<file path="src/rtl/pcpi_dispatch.sv">
// PCPI dispatcher: latches one CPU request, broadcasts it to two co-processor slots and returns one registered result.
// Optional saturating statistics counters are enabled by defining PCPI_DISPATCH_STATS_EN.
module pcpi_dispatch #(
  parameter int unsigned TIMEOUT = 16,
  parameter int unsigned CNT_W   = 5
) (
  input  logic        clk,
  input  logic        resetn,
  input  logic        m_valid,
  input  logic [31:0] m_insn,
  input  logic [31:0] m_rs1,
  input  logic [31:0] m_rs2,
  output logic        m_wr,
  output logic [31:0] m_rd,
  output logic        m_wait,
  output logic        m_ready,
  output logic        s_valid,
  output logic [31:0] s_insn,
  output logic [31:0] s_rs1,
  output logic [31:0] s_rs2,
  input  logic        s0_wr,
  input  logic        s0_ready,
  input  logic        s0_wait,
  input  logic [31:0] s0_rd,
  input  logic        s1_wr,
  input  logic        s1_ready,
  input  logic        s1_wait,
  input  logic [31:0] s1_rd
`ifdef PCPI_DISPATCH_STATS_EN
  ,
  output logic [15:0] stat_s0,
  output logic [15:0] stat_s1,
  output logic [7:0]  stat_timeout,
  output logic [7:0]  stat_collide
`endif
);

  localparam int unsigned XLEN = 32;

  typedef enum logic [1:0] {
    ST_IDLE  = 2'd0,
    ST_ISSUE = 2'd1,
    ST_DRAIN = 2'd2
  } state_t;

  state_t            r_state;
  state_t            w_state_nxt;
  logic [CNT_W-1:0]  r_cnt;
  logic [CNT_W-1:0]  w_cnt_nxt;
  logic [CNT_W-1:0]  w_cnt_inc;
  logic              w_s_valid;
  logic [XLEN-1:0]   w_s_insn;
  logic [XLEN-1:0]   w_s_rs1;
  logic [XLEN-1:0]   w_s_rs2;
  logic              w_m_wait;
  logic              w_m_ready;
  logic              w_m_wr;
  logic [XLEN-1:0]   w_m_rd;
  logic              w_any_wait;

  assign w_cnt_inc  = r_cnt + CNT_W'(1);
  assign w_any_wait = s0_wait | s1_wait;

  // State, request and response registers
  always_ff @(posedge clk or negedge resetn) begin
    if (!resetn) begin
      r_state <= ST_IDLE;
      r_cnt   <= '0;
      s_valid <= 1'b0;
      s_insn  <= '0;
      s_rs1   <= '0;
      s_rs2   <= '0;
      m_wait  <= 1'b0;
      m_ready <= 1'b0;
      m_wr    <= 1'b0;
      m_rd    <= '0;
    end else begin
      r_state <= w_state_nxt;
      r_cnt   <= w_cnt_nxt;
      s_valid <= w_s_valid;
      s_insn  <= w_s_insn;
      s_rs1   <= w_s_rs1;
      s_rs2   <= w_s_rs2;
      m_wait  <= w_m_wait;
      m_ready <= w_m_ready;
      m_wr    <= w_m_wr;
      m_rd    <= w_m_rd;
    end
  end

  // Next state; slot 0 wins a simultaneous ready, a ready beats timeout and abandon
  always_comb begin
    w_state_nxt = r_state;
    w_cnt_nxt   = '0;
    w_s_valid   = s_valid;
    w_s_insn    = s_insn;
    w_s_rs1     = s_rs1;
    w_s_rs2     = s_rs2;
    w_m_wait    = 1'b0;
    w_m_ready   = 1'b0;
    w_m_wr      = 1'b0;
    w_m_rd      = '0;
    case (r_state)
      ST_IDLE: begin
        w_s_valid = 1'b0;
        if (m_valid) begin
          w_s_insn    = m_insn;
          w_s_rs1     = m_rs1;
          w_s_rs2     = m_rs2;
          w_s_valid   = 1'b1;
          w_state_nxt = ST_ISSUE;
        end
      end
      ST_ISSUE: begin
        w_m_wait  = w_any_wait;
        w_cnt_nxt = r_cnt;
        if (s0_ready) begin
          w_m_ready   = 1'b1;
          w_m_wr      = s0_wr;
          w_m_rd      = s0_rd;
          w_state_nxt = ST_DRAIN;
        end else if (s1_ready) begin
          w_m_ready   = 1'b1;
          w_m_wr      = s1_wr;
          w_m_rd      = s1_rd;
          w_state_nxt = ST_DRAIN;
        end else if (!m_valid) begin
          w_state_nxt = ST_DRAIN;
        end else if (w_any_wait) begin
          w_cnt_nxt = '0;
        end else if (w_cnt_inc == CNT_W'(TIMEOUT)) begin
          w_state_nxt = ST_DRAIN;
        end else begin
          w_cnt_nxt = w_cnt_inc;
        end
        if (w_state_nxt == ST_DRAIN) begin
          w_s_valid = 1'b0;
          w_m_wait  = 1'b0;
          w_cnt_nxt = '0;
        end
      end
      ST_DRAIN: begin
        w_s_valid   = 1'b0;
        w_state_nxt = ST_IDLE;
      end
      default: begin
        w_s_valid   = 1'b0;
        w_state_nxt = ST_IDLE;
      end
    endcase
  end

`ifdef PCPI_DISPATCH_STATS_EN
  logic w_hit0;
  logic w_hit1;
  logic w_both;
  logic w_tmo;

  assign w_hit0 = (r_state == ST_ISSUE) && s0_ready;
  assign w_hit1 = (r_state == ST_ISSUE) && !s0_ready && s1_ready;
  assign w_both = (r_state == ST_ISSUE) && s0_ready && s1_ready;
  assign w_tmo  = (r_state == ST_ISSUE) && !s0_ready && !s1_ready && m_valid &&
                  !w_any_wait && (w_cnt_inc == CNT_W'(TIMEOUT));

  // Saturating event counters
  always_ff @(posedge clk or negedge resetn) begin
    if (!resetn) begin
      stat_s0      <= '0;
      stat_s1      <= '0;
      stat_timeout <= '0;
      stat_collide <= '0;
    end else begin
      if (w_hit0 && (stat_s0 != '1))      stat_s0      <= stat_s0 + 16'd1;
      if (w_hit1 && (stat_s1 != '1))      stat_s1      <= stat_s1 + 16'd1;
      if (w_tmo  && (stat_timeout != '1)) stat_timeout <= stat_timeout + 8'd1;
      if (w_both && (stat_collide != '1)) stat_collide <= stat_collide + 8'd1;
    end
  end
`endif

endmodule

</file>
<file path="config.mk">
export PLATFORM = sky130hd
export DESIGN_NAME = pcpi_dispatch
export DESIGN_NICKNAME = d
export VERILOG_FILES = /design/src/rtl/pcpi_dispatch.sv
export SDC_FILE = /design/constraint.sdc
export NUM_CORES = 1
export LEC_CHECK = 0
export CORE_ASPECT_RATIO = 0.8
export CORE_MARGIN = 2
export CORE_UTILIZATION = 35
export DETAILED_ROUTE_END_ITERATION = 8
export PLACE_DENSITY_LB_ADDON = 0.12
export SETUP_SLACK_MARGIN = 0.05
export SLEW_MARGIN = 20
export SYNTH_ARGS = -nofsm -noshare
export SYNTH_HDL_FRONTEND = slang
export SYNTH_SLANG_ARGS = --single-unit
export TNS_END_PERCENT = 5
</file>
<file path="constraint.sdc">
create_clock -name clk -period 1.7 [get_ports clk]
set_input_delay 0.17 -clock clk [delete_from_list [all_inputs] [get_ports clk]]
set_output_delay 0.17 -clock clk [all_outputs]
set_load 0.01 [all_outputs]
</file>
==> reports/results.tsv <==
metric	value	unit
overflow	0	
place.gp.congestion	0.734	
maxSlewHeadroom	60.6	%
cts_sinks	139	
fmax	650	MHz
detail_route.wl_per_cell	17.2	um
worstPathArrival	1.83	ns
grt_usage	19.2	%
worstMarginPinSlew	0.589	ns
yosysTopAreaCell	dfrtp_1	
die_h	114	um
endpoint	s_insn[0]	
antenna_found_initial	0	
io_buffer_count	300	
skew	0.00727	ns
syn_area	0.00531	sq mm
synth_commonest_cells	139 x dfrtp_1, 96 x mux2_2, 39 x nor2_1, 32 x a22oi_1, 9 x buf_4	
yosysSeqAreaShare	65.6	%
async_flop_share	100	%
slew_violations	0	
synth.top_cell.area_share	65.6	%
area_growth	74.0	%
r2r_slack	0.16	ns
ir_drop	0.000691	V
setup_viol	0	
grt_max_degree	57	
cap_violations	0	
ys.flop_type	dfrtp_1	
critical-path-top-delay-family	flip-flops	
rr_startpoint	r_state[0]	
hold_class	input pin to async pin	
final.setup.worst_slack	0.161	ns
leakage	3.81	nW
drive_gt1_share	21.5	%
critical_path_cell_count	4	
synth_seq_cells	139	
die_w	142	um
dieArea	0.0162	sq mm
r2r_end	s_insn[0]	
critPathMaxStageDelay	0.45	ns
crit_buf_inv	2	
ys_warn_count	0	
synth.area.top_cells	dfrtp_1 66%, mux2_2 20%, a22oi_1 4.5%, nor2_1 2.8%, buf_4 1.3%	
diodes	0	
firstDrtPassIters	4	
clkTransAtPathRegs	0.06	ns
finalHoldViolCount	0	
status	finished clean	
cts_buffers	17	
cts_setup_buffers	0	
total_power	12.7	mW
drt_iter0_drc	135	
slowest_stage	dfrtp_1	
htreeDepth	4	
dpl.hpwl	11400	um
crit_start	r_state[0]	
cp-start-kind	flip-flop	
io_pins	301	
worstSetupPathType	flip-flop to flip-flop	
path_cells	nor3b_2 > buf_4 > buf_12 > mux2_2	
synth_cell_types	28	
synth_area_per_cell	14.8	sq um
period_minus_slack	1.54	ns
final_antenna_net_count	0	
post-place-ws	-0.0375	ns
reg2reg_depth	4	
crit_fanout	29	
core	0.0149	sq mm
grt_pass1_wl	23600	um
initial_core_util	35.6	%
end_kind	flip-flop	
synth.most_common_cell	dfrtp_1	
power.density	1380	mW/mm^2
finalSetupTns	0	ns
totalWireLength	15000	um
avgViaCountPerCell	4.72	
vias	4120	
clkLatencyLatePin	0.41	ns
drc	0	
grt_pass1_vias	4368	
cts_tree	done	
syn_inst	358	
synth_edf_count	0	
num_rows	40	
clockBufferDepth	2	
synth_nets	528	
cts_hold_buf	1	
cp_data_required_time	1.99	ns
fin_cells	872	
nNetsFinal	840	
place_inst	839	
cts_root_buf	clkbuf_16	
fin_crit_sh	90.5	%
n_fill_cell	1139	
cts_resized	0	
rsz0062_at_grt	false	
-- per-layer routing --
layer,global-route usage (%),vias up,share of wire [%]
li1,-,1899,-
met1,21.0,2004,37
met2,32.5,194,50
met3,8.78,23,11
met4,8.27,0,2.2
met5,0,-,0
-- how the worst min path moves through the flow --
stage,startpoint,to,slack (ns),cells after the start
after floorplan,resetn,m_rd[0],-0.13,0
after CTS,resetn,s_insn[7],0.17,2
final,resetn,s_insn[7],0.19,2
after global routing,resetn,s_insn[7],0.19,2
after global placement,resetn,s_insn[7],0.03,1
after detailed placement,resetn,s_insn[7],0.03,1
-- worst reg2reg max path: stages (launching register included) --
cell,delay [ns]
dfrtp_1,0.45
nor3b_2,0.21
buf_4,0.18
buf_12,0.20
mux2_2,0.38
-- registers in the layout (all words and copies together), names as in the netlist --
name     cells
m_wait       1
s_insn      32
r_cnt        5
m_ready      1
m_rd        32
s_rs2       32
m_wr         1
r_state      2
s_rs1       32
s_valid      1
-- stage by stage --
step / instance area [sq um] / hold WS [ns] / utilization, %
after floorplan: 5310 / -0.126 / -
final: 9230 / 0.186 / 61.9
after detailed placement: 8620 / 0.0343 / 57.8
after CTS: 9230 / 0.165 / 61.9
after global placement: 8620 / 0.0336 / 57.8
after global routing: 9230 / 0.190 / 61.9
-- where the power goes --
part	total [mW]	switching (mW)	internal, mW
sequential	4.69	0.451	4.23
clock	3.76	1.38	2.38
combinational	4.26	1.53	2.73
-- cell families after synthesis --
group	synth area share, %
DFF	65.6
buffers and inverters	2.78
adders and majority gates	0.236
xor gates and xnor gates	0.660
muxes	20.4
and+or+nand+nor	4.79
AOI/OAI and AO/OA	5.61
-- cell type report --
class | instances | area (sq um) | share of cell area [%]
sequential | 139 | 3480 | 37.7
clock inverter | 11 | 144 | 1.56
clock buffer | 21 | 460 | 4.99
tap | 189 | 236 | 2.56
multi-input combinational | 196 | 1690 | 18.3
timing repair buffer | 316 | 3230 | 34.9
-- layout by cell type (no fill, tap or decap) --
cell,count
a2111oi_2,1
a211oi_1,1
a21oi_1,4
a22oi_1,32
a31oi_1,1
buf_12,8
buf_4,7
buf_6,1
bufinv_16,3
clkbuf_1,2
clkbuf_16,17
clkbuf_8,2
clkdlybuf4s50_1,299
clkinv_2,4
clkinv_4,3
clkinvlp_4,1
dfrtp_1,139
dlygate4sd3_1,1
ha_1,1
mux2_2,96
nand2_1,3
nand2b_1,1
nand3_1,3
nand3b_1,1
nand4_1,1
nor2_1,39
nor2b_2,1
nor3_1,1
nor3b_2,1
nor4_1,2
nor4b_4,1
o2bb2ai_1,1
or2_2,1
xnor2_1,2
xor2_1,2
(Power assumes the default switching activity.)
